### src/rtl/alarm_key_pkg.sv
// ---------------------------------------------------------------------------
// alarm_key_pkg
// Shared definitions for the alarm-clock keypad entry front-end:
//   - state_e     : entry FSM state encoding (IDLE, ENTRY, FULL)
//   - KEY_ALARM   : key code that commits the buffer to the alarm register
//   - KEY_TIME    : key code that commits the buffer to the time counter
//   - NUM_DIGITS  : number of BCD digits in a complete entry
//   - DIGIT_W     : width of one BCD digit
// ---------------------------------------------------------------------------
package alarm_key_pkg;

    typedef enum logic [1:0] {
        IDLE  = 2'd0,
        ENTRY = 2'd1,
        FULL  = 2'd2
    } state_e;

    localparam logic [3:0] KEY_ALARM  = 4'hA;
    localparam logic [3:0] KEY_TIME   = 4'hB;
    localparam int         NUM_DIGITS = 4;
    localparam int         DIGIT_W    = 4;

endpackage

### src/rtl/alarm_key_shift.sv
// ---------------------------------------------------------------------------
// alarm_key_shift
// Four-digit BCD shift buffer for keypad entry.
// Ports:
//   clock       in   system clock
//   reset       in   synchronous active-high reset, clears all digits
//   clear       in   clear all digits (highest priority after reset)
//   load_first  in   start a new entry: buffer becomes {0,0,0,digit_in}
//   shift_en    in   shift digits one place toward the MS end, digit_in enters
//   digit_in    in   BCD digit presented with load_first / shift_en
//   digits_out  out  packed buffer, digit 3 (hours tens) in the top nibble
// ---------------------------------------------------------------------------
module alarm_key_shift
    import alarm_key_pkg::*;
(
    input  logic                            clock,
    input  logic                            reset,
    input  logic                            clear,
    input  logic                            load_first,
    input  logic                            shift_en,
    input  logic [DIGIT_W-1:0]              digit_in,
    output logic [NUM_DIGITS*DIGIT_W-1:0]   digits_out
);

    genvar gi;
    generate
        for (gi = 0; gi < NUM_DIGITS; gi++) begin : g_digit
            logic [DIGIT_W-1:0] digit_reg;

            if (gi == 0) begin : g_lsd
                // Least-significant digit always takes the new key.
                always_ff @(posedge clock) begin
                    if (reset || clear) begin
                        digit_reg <= '0;
                    end else if (load_first || shift_en) begin
                        digit_reg <= digit_in;
                    end
                end
            end else begin : g_upper
                // Upper digits are zeroed on a fresh entry so nothing from
                // the previous entry survives, otherwise take the lower digit.
                always_ff @(posedge clock) begin
                    if (reset || clear) begin
                        digit_reg <= '0;
                    end else if (load_first) begin
                        digit_reg <= '0;
                    end else if (shift_en) begin
                        digit_reg <= digits_out[(gi-1)*DIGIT_W +: DIGIT_W];
                    end
                end
            end

            assign digits_out[gi*DIGIT_W +: DIGIT_W] = digit_reg;
        end
    endgenerate

endmodule

### src/rtl/alarm_key_entry.sv
// ---------------------------------------------------------------------------
// alarm_key_entry
// Keypad entry front-end for the alarm clock. Collects four BCD digits,
// then commits them on ALARM or TIME, with an idle timeout and error pulse.
// Configuration macro: KEY_VALIDATE_EN -- when defined, a full entry must be
// a legal 24h time (HH 00-23, MM 00-59) or the command is rejected.
// Ports:
//   clock             in   system clock
//   reset             in   synchronous active-high reset
//   one_second        in   one-cycle tick per second
//   key_valid         in   one-cycle key strobe
//   key_code [3:0]    in   0-9 digit, A = ALARM, B = TIME, C-F ignored
//   new_alarm_ms_hr   out  buffer digit 3 (hours tens)
//   new_alarm_ls_hr   out  buffer digit 2 (hours units)
//   new_alarm_ms_min  out  buffer digit 1 (minutes tens)
//   new_alarm_ls_min  out  buffer digit 0 (minutes units)
//   load_new_alarm    out  one-cycle alarm register load strobe
//   load_new_time     out  one-cycle time counter load strobe
//   show_new_time     out  high while an entry is in progress
//   entry_error       out  one-cycle pulse on rejected command or timeout
// ---------------------------------------------------------------------------
module alarm_key_entry
    import alarm_key_pkg::*;
#(
    parameter int TIMEOUT_SEC = 10
) (
    input  logic       clock,
    input  logic       reset,
    input  logic       one_second,
    input  logic       key_valid,
    input  logic [3:0] key_code,
    output logic [3:0] new_alarm_ms_hr,
    output logic [3:0] new_alarm_ls_hr,
    output logic [3:0] new_alarm_ms_min,
    output logic [3:0] new_alarm_ls_min,
    output logic       load_new_alarm,
    output logic       load_new_time,
    output logic       show_new_time,
    output logic       entry_error
);

    state_e                          state_reg;
    logic [2:0]                      digit_cnt_reg;
    logic [3:0]                      timeout_cnt_reg;
    logic [NUM_DIGITS*DIGIT_W-1:0]   digits;

    logic key_digit;
    logic key_cmd;
    logic key_hit;
    logic timeout_hit;
    logic entry_ok;
    logic buf_clear;
    logic buf_load_first;
    logic buf_shift;

    assign key_digit = key_valid && (key_code <= 4'd9);
    assign key_cmd   = key_valid && (key_code == KEY_ALARM || key_code == KEY_TIME);
    // Codes C-F are not keys at all: they neither reset the timeout nor
    // swallow a coincident tick.
    assign key_hit   = key_digit || key_cmd;

    // A tick coinciding with a real key is discarded.
    assign timeout_hit = one_second && !key_hit && (state_reg != IDLE)
                         && (timeout_cnt_reg == 4'(TIMEOUT_SEC - 1));

    assign new_alarm_ms_hr  = digits[15:12];
    assign new_alarm_ls_hr  = digits[11:8];
    assign new_alarm_ms_min = digits[7:4];
    assign new_alarm_ls_min = digits[3:0];

`ifdef KEY_VALIDATE_EN
    assign entry_ok = (new_alarm_ms_hr <= 4'd2)
                   && (new_alarm_ls_hr <= 4'd9)
                   && !((new_alarm_ms_hr == 4'd2) && (new_alarm_ls_hr > 4'd3))
                   && (new_alarm_ms_min <= 4'd5)
                   && (new_alarm_ls_min <= 4'd9);
`else
    assign entry_ok = 1'b1;
`endif

    assign buf_load_first = key_digit && (state_reg == IDLE);
    assign buf_shift      = key_digit && (state_reg == ENTRY);
    // Buffer is wiped on any abandoned entry; a successful commit keeps it.
    assign buf_clear      = (key_cmd && (state_reg == ENTRY))
                         || (key_cmd && (state_reg == FULL) && !entry_ok)
                         || timeout_hit;

    alarm_key_shift u_shift (
        .clock      (clock),
        .reset      (reset),
        .clear      (buf_clear),
        .load_first (buf_load_first),
        .shift_en   (buf_shift),
        .digit_in   (key_code),
        .digits_out (digits)
    );

    always_ff @(posedge clock) begin
        if (reset) begin
            state_reg       <= IDLE;
            digit_cnt_reg   <= '0;
            timeout_cnt_reg <= '0;
            load_new_alarm  <= 1'b0;
            load_new_time   <= 1'b0;
            show_new_time   <= 1'b0;
            entry_error     <= 1'b0;
        end else begin
            load_new_alarm <= 1'b0;
            load_new_time  <= 1'b0;
            entry_error    <= 1'b0;

            if (key_hit || timeout_hit || state_reg == IDLE) begin
                timeout_cnt_reg <= '0;
            end else if (one_second) begin
                timeout_cnt_reg <= timeout_cnt_reg + 4'd1;
            end

            // show_new_time is updated alongside every state change so it
            // always mirrors "state is ENTRY or FULL".
            case (state_reg)
                IDLE: begin
                    if (key_digit) begin
                        state_reg     <= ENTRY;
                        digit_cnt_reg <= 3'd1;
                        show_new_time <= 1'b1;
                    end
                end
                ENTRY: begin
                    if (key_digit) begin
                        digit_cnt_reg <= digit_cnt_reg + 3'd1;
                        if (digit_cnt_reg == 3'(NUM_DIGITS - 1)) begin
                            state_reg <= FULL;
                        end
                    end else if (key_cmd || timeout_hit) begin
                        entry_error   <= 1'b1;
                        state_reg     <= IDLE;
                        digit_cnt_reg <= '0;
                        show_new_time <= 1'b0;
                    end
                end
                FULL: begin
                    if (key_cmd) begin
                        if (entry_ok) begin
                            load_new_alarm <= (key_code == KEY_ALARM);
                            load_new_time  <= (key_code == KEY_TIME);
                        end else begin
                            entry_error <= 1'b1;
                        end
                        state_reg     <= IDLE;
                        digit_cnt_reg <= '0;
                        show_new_time <= 1'b0;
                    end else if (timeout_hit) begin
                        entry_error   <= 1'b1;
                        state_reg     <= IDLE;
                        digit_cnt_reg <= '0;
                        show_new_time <= 1'b0;
                    end
                end
                default: begin
                    state_reg     <= IDLE;
                    digit_cnt_reg <= '0;
                    show_new_time <= 1'b0;
                end
            endcase
        end
    end

endmodule

### config.mk
export PLATFORM = sky130hd
export DESIGN_NAME = alarm_key_entry
export DESIGN_NICKNAME = d
export VERILOG_FILES = /design/src/rtl/alarm_key_pkg.sv /design/src/rtl/alarm_key_shift.sv /design/src/rtl/alarm_key_entry.sv
export SDC_FILE = /design/constraint.sdc
export NUM_CORES = 1
export LEC_CHECK = 0
export CAP_MARGIN = 5
export CORE_MARGIN = 3
export CORE_UTILIZATION = 45
export CTS_CLUSTER_DIAMETER = 80
export DETAILED_ROUTE_END_ITERATION = 6
export PLACE_DENSITY = 0.75
export SYNTH_ARGS = -nofsm -noshare
export SYNTH_HDL_FRONTEND = slang
export SYNTH_SLANG_ARGS = --single-unit
### constraint.sdc
create_clock -name clock -period 1.7 [get_ports clock]
set_clock_uncertainty 0.05 [all_clocks]
set_input_delay 0.425 -clock clock [delete_from_list [all_inputs] [get_ports clock]]
set_output_delay 0.425 -clock clock [all_outputs]
set_load 0.05 [all_outputs]
==> impl_metrics.env, run 1 <==
export IMPL_antenna_found_initial=0
export IMPL_gp_congestion=0.812
export IMPL_dpl_cell_area_mm2=0.00198
export IMPL_drt_pass1_iterations=4
export IMPL_start_kind="flop"
export IMPL_die_area_mm2=0.00367
export IMPL_rows=19
export IMPL_dp_final_hpwl_um=2450
export IMPL_status="complete, but fails checks"
export IMPL_vias=1316
export IMPL_relSlewSlack=0.802
export IMPL_fin_setup_tns_ns=-1.38
export IMPL_synth_edf_count=0
export IMPL_drt_antenna_violating_nets=0
export IMPL_cts_tree="built"
export IMPL_yosysWarnings=0
export IMPL_violations="negative setup slack"
export IMPL_cp_slowest_cell="o41a_1"
export IMPL_grt_max_degree=14
export IMPL_viasPerCell=5.55
export IMPL_cts_path_max_buffers=2
export IMPL_drc=0
export IMPL_crit_required_ns=1.89
export IMPL_ys_async_sr_fraction=0
export IMPL_htreeDepth=2
export IMPL_final_common_cell="buf_4"
export IMPL_hold_viol_final=0
export IMPL_worstPathCellList="inv_2 -> ha_4 -> nand2b_4 -> o41a_1 -> a21oi_2 -> mux2_4"
export IMPL_cp_max_fo=6
export IMPL_timing_final_crit_share=1.07
export IMPL_largest_reg_flops=16
export IMPL_setup_ws_ns=-0.113
export IMPL_clock_sinks=29
export IMPL_synth_main_ff_cell="dfxtp_1"
export IMPL_grt_ovfl_total=0
export IMPL_rsz0062_at_grt="true"
export IMPL_hold_path_class="flop to flop"
export IMPL_cts_made_buffers=5
export IMPL_drtIter0Drc=51
export IMPL_synthDistinctLibCells=41
export IMPL_layout_nets=220
export IMPL_finalSetupViolations=19
export IMPL_worst_path_largest_cell_delay_ns=0.52
export IMPL_period_needed_ns=1.81
export IMPL_clkSlewWorstSetupHoldPaths_ns=0.09
export IMPL_grt_pass1_wl_um=5810
export IMPL_fin_area_mm2=0.00218
export IMPL_yosysTopAreaCell="dfxtp_1"
export IMPL_core_area_mm2=0.00281
export IMPL_ir_worst_vdd_v=0.000974
export IMPL_track_usage=0.222
export IMPL_ioPinCount=28
export IMPL_wirelength_um=3710
export IMPL_report_final_slew_viol_count=0
export IMPL_initial_utilization=0.478
export IMPL_synth_top_area_share=0.433
export IMPL_syn_area_per_cell_um2=9.00
export IMPL_crit_family="compound AO/OA/AOI/OAI gates"
export IMPL_clk_latency_ns=0.34
export IMPL_crit_buf_inv=1
export IMPL_n_antenna_cell=0
export IMPL_drv_cap=0
export IMPL_fmax_mhz=552
export IMPL_p_leak_nw=0.895
export IMPL_syn_area_mm2=0.00134
export IMPL_die_y_um=60.6
export IMPL_seq_area_frac_synth=0.433
export IMPL_worst_pin_slew_ns=0.292
export IMPL_cts_hold_buf=0
export IMPL_drive_gt1_frac=0.393
export IMPL_synthTopCellsByArea="dfxtp_1 (43%), nand2_1 (8.1%), ha_1 (6.5%)"
export IMPL_layout_cells_most_common_list="buf_4 (29), nand2_1 (28), dfxtp_1 (25)"
export IMPL_synthCells=149
export IMPL_synth_seq_cells=29
export IMPL_first_global_vias=1327
export IMPL_fillers=182
export IMPL_syn_to_final_growth_pct=62.7
export IMPL_synth_net_count=164
export IMPL_crit_path_end_kind="flop"
export IMPL_p_per_area_mw_per_mm2=1140
export IMPL_arrival_ns=2.00
export IMPL_die_x_um=60.6
export IMPL_criticalPathCategory="flop to flop"
export IMPL_root_buffer="clkbuf_4"
export IMPL_wl_per_cell_um=15.7
export IMPL_io_buffers=27
-- layout make-up --
class	instances	area (um2)	share of cell area
timing repair buffer	56	674	0.309
clock buffer	7	55.1	0.0252
inverter	6	25.0	0.0115
multi-input combinational	107	773	0.354
clock inverter	1	30.0	0.0138
sequential	29	586	0.268
tap	31	38.8	0.0178
-- report_power, final --
part	switching [mW]	leakage, nW	internal [mW]
sequential	0.0582	0.237	0.741
combinational	0.527	0.613	0.558
clock	0.249	0.0455	0.351
-- metrics by stage --
step / worst slack (ns) / hold slack (ns) / power, mW / util / std cells
after floorplan: -0.0267 / 0.402 / 1.32 / - / 149
after global placement: -0.469 / 0.396 / 1.66 / 0.706 / 222
after detailed placement: -0.535 / 0.412 / 1.69 / 0.706 / 222
after CTS: -0.106 / 0.425 / 2.43 / 0.769 / 235
after global routing: -0.161 / 0.445 / 2.60 / 0.778 / 237
final: -0.113 / 0.421 / 2.48 / 0.778 / 237
-- logic make-up after synthesis --
logic type / after synthesis / synth area share
and+or+nand+nor: 61 / 0.224
AOI/OAI and AO/OA: 28 / 0.149
adders and majority gates: 7 / 0.0653
DFF: 29 / 0.433
xor gates and xnor gates: 3 / 0.0196
muxes: 8 / 0.0606
buffers and inverters: 13 / 0.0485
-- worst paths after layout --
| check | start | end | slack (ns) | cells after the start |
|---|---|---|---|---|
| worst min-delay path | u_shift.g_digit[3].digit_reg[2]$_SDFFE_PP0P_ | u_shift.g_digit[3].digit_reg[2]$_SDFFE_PP0P_ | 0.42 | 2 |
| worst max-delay path | timeout_cnt_reg[1]$_SDFFE_PP0P_ | digit_cnt_reg[2]$_SDFFE_PP0P_ | -0.11 | 6 |
| worst max register to register | timeout_cnt_reg[1]$_SDFFE_PP0P_ | digit_cnt_reg[2]$_SDFFE_PP0P_ | -0.11 | 6 |
| worst min register to register | u_shift.g_digit[3].digit_reg[2]$_SDFFE_PP0P_ | u_shift.g_digit[3].digit_reg[2]$_SDFFE_PP0P_ | 0.42 | 2 |
-- per-layer routing --
| metal | global-route usage | routed length (um) | up-vias |
|---|---|---|---|
| met5 | 0 | 0 | - |
| met4 | 0.152 | 100 | 0 |
| met3 | 0.0830 | 183 | 11 |
| met2 | 0.376 | 1980 | 45 |
| met1 | 0.227 | 1450 | 634 |
| li1 | - | - | 626 |
-- cells in the mapped netlist (2+ instances only) --
cell type / instances
a21oi_1: 16
buf_4: 2
clkbuf_1: 3
dfxtp_1: 29
ha_1: 7
inv_1: 6
mux2i_1: 7
nand2_1: 29
nand2b_1: 3
nand3_1: 3
nand3b_1: 2
nor2_1: 10
nor4b_1: 2
o211ai_1: 2
xor2_1: 2
-- worst min-delay path, delay by kind of cell (launching register included) --
| kind | cells | cell delay (ns) |
|---|---|---|
| compound gates | 1 | 0.05 |
| flops | 1 | 0.32 |
| simple gates | 1 | 0.06 |
-- timing repair --
action / CTS / global route
endpoints found under the setup margin: 23 / 23
gates resized for setup: 19 / 2
setup buffers: 5 / 2
pin swaps: 5 / 6
Power figures use the tool's default switching activity.
==> inputs of run 2 (changes only) <==
--- a/config.mk
+++ b/config.mk
@@ -9,6 +9,7 @@
 export CORE_MARGIN = 3
 export CORE_UTILIZATION = 45
 export CTS_CLUSTER_DIAMETER = 80
+export CTS_CLUSTER_SIZE = 8
 export DETAILED_ROUTE_END_ITERATION = 6
 export PLACE_DENSITY = 0.75
 export SYNTH_ARGS = -nofsm -noshare
==> results of run 2 <==
Final layout, timing and power as in run 1 (identical DEF).
==> inputs of run 3 (changes only) <==
--- a/config.mk
+++ b/config.mk
@@ -12,6 +12,7 @@
 export CTS_CLUSTER_SIZE = 8
 export DETAILED_ROUTE_END_ITERATION = 6
 export PLACE_DENSITY = 0.75
+export REMOVE_ABC_BUFFERS = 1
 export SYNTH_ARGS = -nofsm -noshare
 export SYNTH_HDL_FRONTEND = slang
 export SYNTH_SLANG_ARGS = --single-unit
==> impl_metrics.env, run 3 (same netlist as run 1, synthesis figures left out) <==
export IMPL_worst_path_largest_cell_delay_ns=0.51
export IMPL_crit_required_ns=1.87
export IMPL_fin_area_mm2=0.00211
export IMPL_grt_max_degree=14
export IMPL_root_buffer="clkbuf_4"
export IMPL_antenna_found_initial=0
export IMPL_viasPerCell=5.40
export IMPL_relSlewSlack=0.759
export IMPL_fin_setup_tns_ns=-0.617
export IMPL_drc=0
export IMPL_finalSetupViolations=18
export IMPL_clkSlewWorstSetupHoldPaths_ns=0.09
export IMPL_dp_cells=222
export IMPL_setup_ws_ns=-0.0804
export IMPL_dp_final_hpwl_um=2530
export IMPL_htreeDepth=2
export IMPL_hold_path_class="flop to flop"
export IMPL_die_x_um=60.6
export IMPL_worstPathCellList="inv_2 -> ha_4 -> o41a_1 -> a21oi_2 -> mux2_4"
export IMPL_die_area_mm2=0.00367
export IMPL_grt_pass1_wl_um=5550
export IMPL_clock_sinks=29
export IMPL_ir_worst_vdd_v=0.000673
export IMPL_fin_cells=236
export IMPL_start_kind="flop"
export IMPL_drive_gt1_frac=0.385
export IMPL_violations="negative setup slack"
export IMPL_report_final_slew_viol_count=0
export IMPL_timing_final_crit_share=1.05
export IMPL_final_common_cell="buf_4"
export IMPL_crit_path_end_kind="flop"
export IMPL_io_buffers=27
export IMPL_ioPinCount=28
export IMPL_die_y_um=60.6
export IMPL_cts_path_max_buffers=2
export IMPL_period_needed_ns=1.78
export IMPL_core_area_mm2=0.00281
export IMPL_clk_latency_ns=0.33
export IMPL_first_global_vias=1250
export IMPL_cts_made_buffers=5
export IMPL_initial_utilization=0.478
export IMPL_cp_slowest_cell="o41a_1"
export IMPL_p_leak_nw=0.884
export IMPL_grt_ovfl_total=0
export IMPL_cp_max_fo=6
export IMPL_n_antenna_cell=0
export IMPL_criticalPathCategory="flop to flop"
export IMPL_track_usage=0.209
export IMPL_crit_buf_inv=1
export IMPL_drt_pass1_iterations=4
export IMPL_hold_viol_final=0
export IMPL_dpl_cell_area_mm2=0.00191
export IMPL_p_per_area_mw_per_mm2=1140
export IMPL_status="complete, but fails checks"
export IMPL_drv_cap=0
export IMPL_layout_cells_most_common_list="buf_4 (32), nand2_1 (28), dfxtp_1 (25)"
export IMPL_rows=19
export IMPL_crit_family="compound AO/OA/AOI/OAI gates"
export IMPL_rsz0062_at_grt="true"
export IMPL_wl_per_cell_um=14.9
export IMPL_cts_tree="built"
export IMPL_layout_nets=219
export IMPL_drt_antenna_violating_nets=0
export IMPL_wirelength_um=3510
export IMPL_vias=1275
export IMPL_worst_pin_slew_ns=0.357
export IMPL_arrival_ns=1.95
export IMPL_syn_to_final_growth_pct=57.6
export IMPL_gp_congestion=0.890
export IMPL_drtIter0Drc=18
export IMPL_fmax_mhz=562
export IMPL_largest_reg_flops=16
==> run 3: changes by cell type in the layout (fill, tap and decap cells not counted), sizes merged <==
cell / change
clkdlybuf4s15: +1
buf: -1
dlygate4sd2: -1
dlymetal6s2s: +1
clkdlybuf4s50: -1
==> run 3: tightest hold or removal path, delay by kind of cell (launching register included) <==
kind	cells	cell delay [ns]
flops	1	0.32
simple gates	1	0.05
compound gates	1	0.06
==> run 3: routing by layer <==
| layer | global-route usage | routed length, um | up-vias |
|---|---|---|---|
| met3 | 0.0638 | 142 | 10 |
| met1 | 0.207 | 1380 | 607 |
| met2 | 0.382 | 1890 | 35 |
| met4 | 0.121 | 98 | 0 |
| li1 | - | - | 623 |
| met5 | 0 | 0 | - |
==> run 3: area by class of cell <==
class	count	area (um2)
clock buffer	7	55.1
tap	31	38.8
clock inverter	1	30.0
sequential	29	586
fill	198	691
inverter	6	22.5
timing repair buffer	55	621
multi-input combinational	107	762
==> run 3: what timing repair did <==
action / CTS / global route
resized for setup: 16 / 12
buffers inserted: 2 / 4
hold buffers: 0 / 0
endpoints found under the setup margin: 24 / 23
pin swaps: 6 / 8
==> run 3: worst paths after layout <==
check	start	endpoint	slack, ns	depth (start not counted)
setup / recovery	state_reg[0]$_SDFFE_PP0P_	digit_cnt_reg[2]$_SDFFE_PP0P_	-0.08	5
hold / removal	u_shift.g_digit[3].digit_reg[0]$_SDFFE_PP0P_	u_shift.g_digit[3].digit_reg[0]$_SDFFE_PP0P_	0.43	2
setup reg to reg	state_reg[0]$_SDFFE_PP0P_	digit_cnt_reg[2]$_SDFFE_PP0P_	-0.08	5
hold reg to reg	u_shift.g_digit[3].digit_reg[0]$_SDFFE_PP0P_	u_shift.g_digit[3].digit_reg[0]$_SDFFE_PP0P_	0.43	2
==> run 3: metrics by stage <==
step | setup WS (ns) | total power [mW] | util | hold slack [ns]
3_3_place_gp | -0.478 | 1.61 | 0.681 | 0.391
5_1_grt | -0.124 | 2.52 | 0.754 | 0.454
3_5_place_dp | -0.547 | 1.64 | 0.681 | 0.417
6_report | -0.0804 | 2.41 | 0.754 | 0.426
2_1_floorplan | -0.162 | 1.26 | - | 0.402
4_1_cts | -0.0890 | 2.28 | 0.731 | 0.430
==> run 3: power by group <==
group	total, mW	internal [mW]	leakage [nW]	switching (mW)
combinational	1.02	0.541	0.602	0.483
clock	0.592	0.351	0.0455	0.241
sequential	0.795	0.741	0.237	0.0545
total	2.41	1.63	0.884	0.779
